## src/rtl/mem_port_arbiter.sv

```systemverilog
// Arbitrates the unified memory port between the instruction fetcher and the LSU.
// Optional macro MEM_ARB_ROUND_ROBIN_EN swaps fixed data priority for round-robin.
module mem_port_arbiter #(
  parameter int ADDR_WIDTH   = 32,
  parameter int DATA_WIDTH   = 32,
  parameter int STARVE_LIMIT = 4
) (
  input  logic                  clk,
  input  logic                  reset,
  input  logic [ADDR_WIDTH-1:0] inst_addr,
  input  logic                  inst_valid,
  output logic [DATA_WIDTH-1:0] inst_data,
  output logic                  inst_ready,
  input  logic [ADDR_WIDTH-1:0] data_addr,
  input  logic [DATA_WIDTH-1:0] data_wdata,
  input  logic                  data_we,
  input  logic                  data_valid,
  output logic [DATA_WIDTH-1:0] data_rdata,
  output logic                  data_ready,
  output logic [ADDR_WIDTH-1:0] mem_addr,
  output logic [DATA_WIDTH-1:0] mem_wdata,
  output logic                  mem_we,
  output logic                  mem_valid,
  input  logic [DATA_WIDTH-1:0] mem_rdata,
  input  logic                  mem_ready,
  output logic                  grant_data
);

  // Handshake: a requester holds valid/addr (and wdata/we) until its ready
  // pulses for one cycle; read data is sampled on that pulse. The memory side
  // sees the same convention on mem_valid/mem_ready.

  typedef enum logic [1:0] {
    IDLE       = 2'd0,
    GRANT_INST = 2'd1,
    GRANT_DATA = 2'd2
  } state_t;

  state_t state_q, state_d;
  logic   grant_data_q, grant_data_d;
  logic   pick_data;

`ifdef MEM_ARB_ROUND_ROBIN_EN
  // rr_last_q = 1 when the most recent grant went to the data side.
  logic rr_last_q, rr_last_d;
`else
  localparam logic [3:0] LIMIT = 4'(STARVE_LIMIT);
  logic [3:0] starve_cnt_q, starve_cnt_d;
`endif

  always_comb begin
`ifdef MEM_ARB_ROUND_ROBIN_EN
    pick_data = data_valid & (~inst_valid | ~rr_last_q);
    rr_last_d = rr_last_q;
`else
    pick_data    = data_valid & (~inst_valid | (starve_cnt_q < LIMIT));
    starve_cnt_d = starve_cnt_q;
`endif
    state_d = state_q;
    case (state_q)
      IDLE: begin
        if (pick_data) begin
          state_d = GRANT_DATA;
`ifdef MEM_ARB_ROUND_ROBIN_EN
          rr_last_d = 1'b1;
`else
          if (inst_valid)
            starve_cnt_d = (starve_cnt_q >= LIMIT) ? LIMIT : starve_cnt_q + 4'd1;
          else
            starve_cnt_d = 4'd0;
`endif
        end else if (inst_valid) begin
          state_d = GRANT_INST;
`ifdef MEM_ARB_ROUND_ROBIN_EN
          rr_last_d = 1'b0;
`else
          starve_cnt_d = 4'd0;
`endif
        end
      end
      // A dropped valid before mem_ready is an abort: back to IDLE, no pulse.
      GRANT_INST: if (mem_ready || !inst_valid) state_d = IDLE;
      GRANT_DATA: if (mem_ready || !data_valid) state_d = IDLE;
      default:    state_d = IDLE;
    endcase
    grant_data_d = (state_d == GRANT_DATA);
  end

  always_ff @(posedge clk or posedge reset) begin
    if (reset) begin
      state_q      <= IDLE;
      grant_data_q <= 1'b0;
`ifdef MEM_ARB_ROUND_ROBIN_EN
      rr_last_q    <= 1'b0;
`else
      starve_cnt_q <= 4'd0;
`endif
    end else begin
      state_q      <= state_d;
      grant_data_q <= grant_data_d;
`ifdef MEM_ARB_ROUND_ROBIN_EN
      rr_last_q    <= rr_last_d;
`else
      starve_cnt_q <= starve_cnt_d;
`endif
    end
  end

  // Granted requester is forwarded combinationally to the memory port.
  always_comb begin
    mem_valid  = 1'b0;
    mem_addr   = '0;
    mem_wdata  = '0;
    mem_we     = 1'b0;
    inst_ready = 1'b0;
    data_ready = 1'b0;
    case (state_q)
      GRANT_INST: begin
        mem_valid  = inst_valid;
        mem_addr   = inst_addr;
        inst_ready = mem_ready;
      end
      GRANT_DATA: begin
        mem_valid  = data_valid;
        mem_addr   = data_addr;
        mem_wdata  = data_wdata;
        mem_we     = data_we;
        data_ready = mem_ready;
      end
      default: ;
    endcase
  end

  assign inst_data  = mem_rdata;
  assign data_rdata = mem_rdata;
  assign grant_data = grant_data_q;

endmodule

```

## config.mk

```make
export PLATFORM = sky130hd
export DESIGN_NAME = mem_port_arbiter
export DESIGN_NICKNAME = d
export VERILOG_FILES = /design/src/rtl/mem_port_arbiter.sv
export SDC_FILE = /design/constraint.sdc
export NUM_CORES = 1
export LEC_CHECK = 0
export ABC_CLOCK_PERIOD_IN_PS = 1800
export CAP_MARGIN = 10
export CORE_AREA = 5 5 100 102
export CTS_CLUSTER_SIZE = 28
export DETAILED_ROUTE_END_ITERATION = 8
export DIE_AREA = 0 0 105 107
export GPL_ROUTABILITY_DRIVEN = 0
export PLACE_DENSITY = 0.65
export RECOVER_POWER = 100
export SLEW_MARGIN = 10
export SYNTH_ARGS = -nofsm -noshare
export SYNTH_HDL_FRONTEND = slang
export SYNTH_SLANG_ARGS = --single-unit
```

## constraint.sdc

```tcl
create_clock -name clk -period 1.8 [get_ports clk]
set_input_delay 0.36 -clock clk [delete_from_list [all_inputs] [get_ports clk]]
set_output_delay 0.36 -clock clk [all_outputs]
set_load 0.03 [all_outputs]
```

==> results by group, run 1 <==
Layout
  – Cell area after layout: 0.003809 sq mm
  – Fraction of final layout cells sized beyond drive strength 1: 59.10%
  – Non-filler cells, final: 446
  – Diodes inserted: 0
  – Area delta synth->final: 137.1%
  – Final net count: 475

STA
  – Achievable Freq: 513.2 MHz
  – Final Hold Vio Count: 0
  – Fin. max-slew vios: 0
  – Least-Margin Pin Slew: 422.1 ps
  – Final worst path period share: 108.3%
  – Worst slew margin relative to its limit: 71.56%
  – Clock Skews: 8.629 ps
  – Final Setup Violations: 68
  – Setup repair after global routing missed its margin: true
  – Fin worst setup slack: -148.6 ps
  – Crit path time final: 1949 ps

Logic synthesis
  – Syn Nets: 353
  – Yosys warning count: 0
  – Post-synth top cells: buf_4, and2_1, nor2b_1
  – Top-count cell post-synth: buf_4
  – Synth area leaders: buf_4, a22oi_1, and2_1, nor2b_1, dfrtp_1
  – Gate Count Post-Synth: 214
  – Area leader, netlist: buf_4
  – Post-synth EDFFs: 0
  – Number of synthesized register bits: 7
  – Avg Inst Size Synth: 7.507 sq um
  – Prevailing post-synth register cell: dfrtp_1
  – Post-synth ARST share: 100.0%
  – Yosys top cell area share: 30.37%
  – Count of cell types in the netlist: 21
  – Cell Area, Synth: 0.001607 sq mm
  – Seq/Total Area, Yosys: 10.90%

Setup path
  – RR Endpoint: grant_data$_DFF_PP0_
  – Critical path type: register to output port
  – Worst EP required: 1440 ps
  – Critical Path AT: 1590 ps
  – Cell family with most CP delay: buffers and inverters
  – Crit path buf inv count: 4
  – Crit-path max FO: 27
  – Worst path slowest cell: dfrtp_2
  – Setup crit start kind: register
  – Reg-to-Reg Start: state_q[0]$_DFF_PP0_
  – Element type at the critical path end: output port
  – Reg2reg setup slack: -70 ps
  – CP peak stage delay: 400 ps
  – Critical-path cell list: inv_4 > buf_4 > ha_4 > buf_12 > nor2b_2 > buf_6
  – Worst R2R Path Depth: 7

Placement
  – IO Port Bufs: 170
  – HPWL Detailed: 5.669 mm
  – Post-DP Area: 0.002973 sq mm
  – Cells after DPL: 426

Status
  – Failing checks: negative setup slack
  – Status: finished, violations left

Floorplan
  – Initial core utilization: 17.81%
  – Core region area: 0.009021 sq mm
  – Die area: 0.01124 sq mm
  – Chip height: 107 um
  – FP Rows: 35
  – Die W: 105 um
  – # IOs: 267

Clocking
  – CTS Buf Count: 3
  – Clock-pin slew on the worst setup and hold paths: 50 ps
  – Root Driver: clkbuf_8
  – H-tree Lvls: 1
  – CTS max path bufs: 2
  – CTS tree: done
  – Cts hold-fix bufs: 0
  – Sink Count: 7
  – Worst-Skew Late Latency: 230 ps

Routing
  – # DRC: 0
  – DR iter-0 viols: 42
  – Drt total wl: 8.117 mm
  – Via Count: 1901
  – Antenna viol nets, final: 0
  – Drt wl/cell: 18.20 um
  – Total iterations of the first detailed-routing run: 4
  – Vias per Instance: 4.262

Global routing
  – First-pass GRT wire length: 11.34 mm
  – Total global routing overflow: 0
  – Largest net degree at the start of global routing: 28
  – Vias in the first global route: 2052
  – Initial antenna violation count: 0
  – Tot GR Track Use: 12.40%

Pwr
  – Leak: 1.520 nW
  – PD cells: 1449 mW/mm^2
  – Worst vdd ir: 597.0 uV

Min path
  – Worst Hold Class: input pin to async pin

Run
  – MaxCap Viol Count: 0
[final cells by class]
| cell class | count | area [sq um] |
|---|---|---|
| multi-input cells | 125 | 1282 |
| well taps | 111 | 138.9 |
| clock buffers | 3 | 41.29 |
| flip-flops and latches | 7 | 176.4 |
| fillers | 894 | 5213 |
| inverters | 4 | 17.52 |
| clock inverters | 1 | 5.005 |
| repair buffers | 195 | 2147 |
[stage by stage]
stage                     hold slack (ps)  TNS (ps)  setup WS (ps)  total power, mW  util [%]
after floorplan                     163.4    -102.6         -20.51            2.647         -
after global placement              480.5         0          22.28            3.796     32.95
after detailed placement            494.6    -18.17         -18.17            3.847     32.95
after CTS                           388.8     -6749         -141.2            4.998     38.92
after global routing                535.3    -10870         -199.1            5.819     42.22
final                               507.6     -6769         -148.6            5.519     42.22
[worst max-delay path by stage]
stage	cells past startpoint	endpoint	startpoint	slack, ps
6_report	6	mem_addr[9]	state_q[0]$_DFF_PP0_	-150
5_1_grt	6	mem_addr[4]	state_q[0]$_DFF_PP0_	-200
4_1_cts	6	mem_addr[6]	state_q[0]$_DFF_PP0_	-140
3_5_place_dp	6	grant_data$_DFF_PP0_	state_q[0]$_DFF_PP0_	-20
3_3_place_gp	6	grant_data$_DFF_PP0_	state_q[0]$_DFF_PP0_	20
2_1_floorplan	6	mem_addr[18]	state_q[0]$_DFF_PP0_	-20
[where the power goes]
group	internal, mW	switching (mW)	leakage (nW)
Combinational	2.66	2.38	1.40
Clock	0.150	0.0741	0.0255
Sequential	0.208	0.0412	0.0921
[state kept, by name, summed over array words and instances (netlist names)]
signal	flops
starve_cnt_q	4
grant_data	1
state_q	2
[logic make-up after synthesis]
family	share of synthesized area, %
flip-flops	10.90
AO/OA/AOI/OAI	19.86
buffers and inverters	34.50
adder cells (fa/ha/maj)	3.894
AND/OR/NAND/NOR	30.84
[per-layer routing]
layer  GRT usage, %  part of all wire [%]  vias up
li1               -                     -      900
met1          12.50                    35      882
met2          25.36                    58      108
met3          3.552                   7.1       11
met4          1.644                  0.52        0
met5              0                     0        -
[timing repair]
item / CTS / global route
pin swaps: 2 / 3
cloned: 4 / 3
buffers inserted: 6 / 5
resized for setup: 87 / 64
setup endpoints to repair: 68 / 69
[worst register-to-register path: stages (launching register included)]
cell	delay (ps)
dfrtp_2	430
inv_4	80
ha_4	280
buf_12	170
a22oi_2	70
clkbuf_1	140
or4_4	440
a211oi_2	180
[cell usage in the layout (no fill, tap or decap), drive strengths merged]
cell type and n:
nor3 1, nand3b 1, nor2b 34, o221ai 1
or4 1, ha 5, inv 4, nand2 4
clkdlybuf4s50 99, dfrtp 7, a22oi 33, a32o 2
dlygate4sd3 3, clkbuf 7, clkinv 1, buf 89
o21ba 1, a211oi 1, nor3b 1, and2 37
o21ai 3
Power figures use the tool's default switching activity.
==> run 2: changes to the inputs <==
--- a/config.mk
+++ b/config.mk
@@ -12,6 +12,7 @@
 export DETAILED_ROUTE_END_ITERATION = 8
 export DIE_AREA = 0 0 105 107
 export GPL_ROUTABILITY_DRIVEN = 0
+export GPL_TIMING_DRIVEN = 0
 export PLACE_DENSITY = 0.65
 export RECOVER_POWER = 100
 export SLEW_MARGIN = 10
==> results by group, run 2 (synthesis results as in run 1) <==
Pwr
  – Int Pwr: 3.332 mW
  – Clock power share: 3.7%
  – Leak: 2.141 nW
  – Sequential share of power: 4.3%
  – Logic pwr share: 92.0%
  – Worst vdd ir: 647.6 uV
  – Tot Pwr: 5.997 mW
  – NetSw: 2.664 mW
  – PD cells: 1195 mW/mm^2
  – Sw Share: 44.43%

Layout
  – Commonest non-fill, non-tap cell in the layout: clkdlybuf4s50_1
  – Sequential Area: 176.4 sq um
  – Post-layout util: 55.60%
  – Diodes inserted: 0
  – Fraction of final layout cells sized beyond drive strength 1: 57.93%
  – Multi-input gate area: 0.001227 sq mm
  – Fill cells: 813
  – Cell area after layout: 0.005016 sq mm
  – Commonest non-fill, non-tap cells in the layout: clkdlybuf4s50_1, buf_4, buf_6
  – Final net count: 613
  – Max FFs per register: 4
  – Area delta synth->final: 212.2%
  – Largest reg by FF count: starve_cnt_q
  – Non-filler cells, final: 584

Routing
  – Drt total wl: 9.548 mm
  – Antenna viol nets, final: 0
  – Drt wl/cell: 16.35 um
  – Total iterations of the first detailed-routing run: 4
  – Via Count: 2434
  – Vias per Instance: 4.168
  – DR iter-0 viols: 30
  – # DRC: 0

Global routing
  – Largest net degree at the start of global routing: 11
  – Total global routing overflow: 0
  – Initial antenna violation count: 0
  – Vias in the first global route: 2828
  – First-pass GRT wire length: 14.51 mm
  – Tot GR Track Use: 15.71%

Placement
  – Post-DP Area: 0.004165 sq mm
  – IO Port Bufs: 234
  – HPWL Detailed: 7.685 mm
  – Cells after DPL: 559
  – Pre-CTS setup slack: -826.5 ps

Setup path
  – Element type at the critical path end: output port
  – Worst EP required: 1440 ps
  – Critical path type: register to output port
  – Critical Path AT: 1600 ps
  – Crit-path max FO: 6
  – Setup crit start kind: register

Status
  – Status: finished, violations left
  – Failing checks: negative setup slack

STA
  – Fin worst setup slack: -158.1 ps
  – Crit path time final: 1958 ps
  – Final Hold Vio Count: 0
  – Achievable Freq: 510.7 MHz
  – Final Setup Violations: 68
  – Worst slew margin relative to its limit: 72.06%
  – Setup TNS: -6884 ps
  – Setup repair after global routing missed its margin: true
  – Fin. max-slew vios: 0
  – Clock Skews: 1.601 ps
  – Worst Hold Slack: 507.1 ps
  – Final worst path period share: 108.8%
  – Least-Margin Pin Slew: 414.8 ps

Clocking
  – Worst-Skew Late Latency: 220 ps
  – CTS Buf Count: 3
  – CTS tree: done
  – H-tree Lvls: 1
  – Root Driver: clkbuf_8
  – Sink Count: 7
  – Clock-pin slew on the worst setup and hold paths: 40 ps
  – CTS max path bufs: 2

Min path
  – Worst Hold Class: input pin to async pin

Floorplan
  – Die W: 105 um
  – Chip height: 107 um
  – FP Rows: 35
  – Initial core utilization: 17.81%
  – # IOs: 267
  – Die area: 0.01124 sq mm
  – Core region area: 0.009021 sq mm

Run
  – MaxCap Viol Count: 0
run 2: cell count changes in the layout (fill, tap and decap cells not counted), moves of 2 or more:
cell / change
dlygate4sd3_1: +64
buf_4: +63
nor2b_4: -12
nor2b_2: +10
buf_8: +8
and2_1: -5
and2_4: +5
buf_12: -3
clkbuf_8: +3
buf_6: +2
clkbuf_16: +2
nor2b_1: +2
run 2: what timing repair did:
item | CTS | global route
pin swaps | 28 | 6
resized for setup | 596 | 12
gates cloned | 7 | 1
endpoints found under the setup margin | 68 | 69
hold buffers | 0 | 0
setup buffers | 11 | 3
run 2: cell type report:
cell class / instances / area share, %
Sequential cell: 7 / 3.517
Multi-Input combinational cell: 125 / 24.47
Clock buffer: 4 / 0.8980
Buffer: 77 / 13.89
Tap cell: 111 / 2.769
Timing Repair Buffer: 256 / 54.10
Inverter: 4 / 0.3492
run 2: final timing paths:
path,from,to,slack [ps],depth (start not counted)
min reg2reg,starve_cnt_q[3]$_DFFE_PP0P_,starve_cnt_q[3]$_DFFE_PP0P_,510,1
max in group asynchronous,reset,state_q[1]$_DFF_PP0_,1050,2
min,reset,starve_cnt_q[1]$_DFFE_PP0P_,510,2
max,state_q[0]$_DFF_PP0_,mem_addr[3],-160,7
min in group clk,starve_cnt_q[3]$_DFFE_PP0P_,starve_cnt_q[3]$_DFFE_PP0P_,510,1
max reg2reg,state_q[1]$_DFF_PP0_,grant_data$_DFF_PP0_,20,7
run 2: layer usage:
metal / vias to the layer above / part of all wire, % / track usage, %
met5: - / 0 / 0
met3: 14 / 9.2 / 5.900
li1: 1171 / - / -
met2: 127 / 57 / 31.61
met1: 1122 / 33 / 15.13
met4: 0 / 1.2 / 2.740
run 2: worst max-delay path: stages (launching register included):
cell,delay (ps)
dfrtp_1,400
buf_6,140
ha_4,160
buf_12,140
clkbuf_16,150
a22oi_2,160
nor2b_2,70
buf_6,140
run 2: power by group through the flow:
stage	combinational, mW	sequential [mW]	clock, mW
finish	5.52	0.257	0.221
global route	5.83	0.263	0.237
CTS	5.46	0.254	0.226
detailed placement	3.95	0.248	0
global placement	3.92	0.246	0
floorplan	2.39	0.254	0
==> run 3: changes to the inputs <==
--- a/config.mk
+++ b/config.mk
@@ -5,15 +5,15 @@
 export SDC_FILE = /design/constraint.sdc
 export NUM_CORES = 1
 export LEC_CHECK = 0
-export ABC_CLOCK_PERIOD_IN_PS = 1800
+export ABC_CLOCK_PERIOD_IN_PS = 2400
 export CAP_MARGIN = 10
-export CORE_AREA = 5 5 100 102
+export CORE_AREA = 5 5 101 103
 export CTS_CLUSTER_SIZE = 28
 export DETAILED_ROUTE_END_ITERATION = 8
-export DIE_AREA = 0 0 105 107
+export DIE_AREA = 0 0 106 108
 export GPL_ROUTABILITY_DRIVEN = 0
 export GPL_TIMING_DRIVEN = 0
-export PLACE_DENSITY = 0.65
+export PLACE_DENSITY = 0.64
 export RECOVER_POWER = 100
 export SLEW_MARGIN = 10
 export SYNTH_ARGS = -nofsm -noshare
==> constraint.sdc (replaced) <==
create_clock -name clk -period 2.4 [get_ports clk]
set_input_delay 0.48 -clock clk [delete_from_list [all_inputs] [get_ports clk]]
set_output_delay 0.48 -clock clk [all_outputs]
set_load 0.03 [all_outputs]
==> results by group, run 3 (synthesis results as in run 1) <==
Floorplan
  – Initial core utilization: 17.64%
  – # IOs: 267
  – Chip height: 108 um
  – Core region area: 0.009109 sq mm
  – Die W: 106 um
  – FP Rows: 35
  – Die area: 0.01145 sq mm

STA
  – Final Setup Violations: 0
  – Achievable Freq: 430.8 MHz
  – Final Hold Vio Count: 0
  – Final worst path period share: 96.73%
  – Least-Margin Pin Slew: 510.5 ps
  – Setup TNS: 0 ps
  – Setup repair after global routing missed its margin: false
  – Fin. max-slew vios: 0
  – Crit path time final: 2321 ps
  – Fin worst setup slack: 78.53 ps
  – Clock Skews: 2.649 ps
  – Worst slew margin relative to its limit: 65.89%

Routing
  – Vias per Instance: 4.046
  – Antenna viol nets, final: 0
  – Drt total wl: 8.456 mm
  – # DRC: 0
  – Via Count: 2278
  – DR iter-0 viols: 39
  – Drt wl/cell: 15.02 um
  – Total iterations of the first detailed-routing run: 4

Setup path
  – Critical path type: register to output port
  – Reg-to-Reg Start: state_q[1]$_DFF_PP0_
  – RR Endpoint: grant_data$_DFF_PP0_
  – Setup crit start kind: register
  – Worst R2R Path Depth: 6
  – Critical-path cell list: inv_1 > ha_2 > buf_2 > nor2b_1 > clkbuf_1
  – CP peak stage delay: 410 ps
  – Worst path slowest cell: ha_2
  – Critical Path AT: 1840 ps
  – Element type at the critical path end: output port
  – Reg2reg setup slack: 600 ps
  – Crit-path max FO: 10
  – Worst EP required: 1920 ps

Clocking
  – Root Driver: clkbuf_8
  – H-tree Lvls: 1
  – Clock-pin slew on the worst setup and hold paths: 40 ps
  – CTS Buf Count: 3
  – Cts hold-fix bufs: 0
  – Setup Fix Bufs, Post-CTS: 0
  – Sink Count: 7
  – Worst-Skew Late Latency: 230 ps
  – CTS max path bufs: 2
  – CTS tree: done

Placement
  – Post-DP Area: 0.004088 sq mm
  – Pre-CTS setup slack: -360.5 ps
  – HPWL Detailed: 7.510 mm
  – IO Port Bufs: 234

Layout
  – Multi-input gate area: 867.1 sq um
  – Final net count: 592
  – Diodes inserted: 0
  – Max FFs per register: 4
  – Fill cells: 912
  – Largest reg by FF count: starve_cnt_q
  – Sequential Area: 175.2 sq um
  – Fraction of final layout cells sized beyond drive strength 1: 27.65%
  – Commonest non-fill, non-tap cell in the layout: clkdlybuf4s50_1
  – Cell area after layout: 0.003933 sq mm
  – Commonest non-fill, non-tap cells in the layout: clkdlybuf4s50_1, buf_4, dlygate4sd3_1
  – Area delta synth->final: 144.8%

Global routing
  – Vias in the first global route: 2473
  – Largest net degree at the start of global routing: 11
  – Total global routing overflow: 0
  – Tot GR Track Use: 13.28%
  – First-pass GRT wire length: 12.39 mm
  – Initial antenna violation count: 0

Pwr
  – Worst vdd ir: 489.9 uV
  – Leak: 1.657 nW
  – PD cells: 750.0 mW/mm^2
  – Tot Pwr: 2.950 mW

Min path
  – Worst Hold Class: register to register
  – Hold wc startpoint: starve_cnt_q[3]$_DFFE_PP0P_
  – Worst hold path depth: 1
  – WHS Endpoint: starve_cnt_q[3]$_DFFE_PP0P_

Status
  – Status: complete, no violations

Run
  – MaxCap Viol Count: 0
run 3: cell count changes in the layout (fill, tap and decap cells not counted), sizes merged:
cell | previous run | this run
dlygate4sd2 | 0 | 2
clkdlybuf4s18 | 0 | 3
clkbuf | 13 | 53
buf | 158 | 72
clkdlybuf4s15 | 0 | 20
run 3: power by group:
part | switching, mW | internal [mW] | total (mW) | leakage (nW)
logic | 1.54 | 1.06 | 2.60 | 1.54
registers | 0.0312 | 0.155 | 0.186 | 0.0935
clock network | 0.0497 | 0.115 | 0.164 | 0.0228
total | 1.62 | 1.33 | 2.95 | 1.66
run 3: routing by layer:
layer  up-vias  part of all wire (%)  track usage, %
met5         -                     0               0
met4         0                  0.97           2.868
met3         6                   8.8           3.164
met2       129                    56           27.64
met1      1018                    34           13.14
li1       1125                     -               -
run 3: cell type report:
class	count	share of cell area, %
plain buffers	78	14.64
inverters	4	0.3818
flip-flops and latches	7	4.454
repair buffers	234	53.80
clock buffers	4	1.145
well taps	111	3.532
multi-input cells	125	22.05
run 3: worst max-delay path by stage:
stage | slack, ps | cells past startpoint | endpoint | from
3_3_place_gp | -330 | 7 | mem_addr[1] | state_q[1]$_DFF_PP0_
3_5_place_dp | -360 | 7 | mem_addr[1] | state_q[1]$_DFF_PP0_
2_1_floorplan | 320 | 6 | mem_addr[18] | state_q[0]$_DFF_PP0_
6_report | 80 | 5 | mem_addr[15] | state_q[0]$_DFF_PP0_
4_1_cts | -6 | 7 | mem_addr[1] | state_q[1]$_DFF_PP0_
5_1_grt | 3 | 6 | mem_wdata[25] | state_q[0]$_DFF_PP0_
run 3: critical path: cells and delay by family, from the launching register on:
family	cells	cell delay [ps]
simple gates	1	140
flops	1	400
buf+inv	3	660
fa+ha+maj	1	410
run 3: timing repair:
action / CTS / global route
hold endpoints to repair: 0 / 0
endpoints found under the setup margin: 68 / 67
gates cloned: 0 / 0
gates resized for setup: 214 / 47
run 3: metrics by stage:
stage | hold slack, ps | util [%] | cells
2_1_floorplan | 283.4 | - | 214
3_3_place_gp | 476.6 | 44.88 | 559
3_5_place_dp | 501.5 | 44.88 | 559
4_1_cts | 490.1 | 46.24 | 563
5_1_grt | 521.5 | 43.17 | 563
6_report | 486.1 | 43.17 | 563
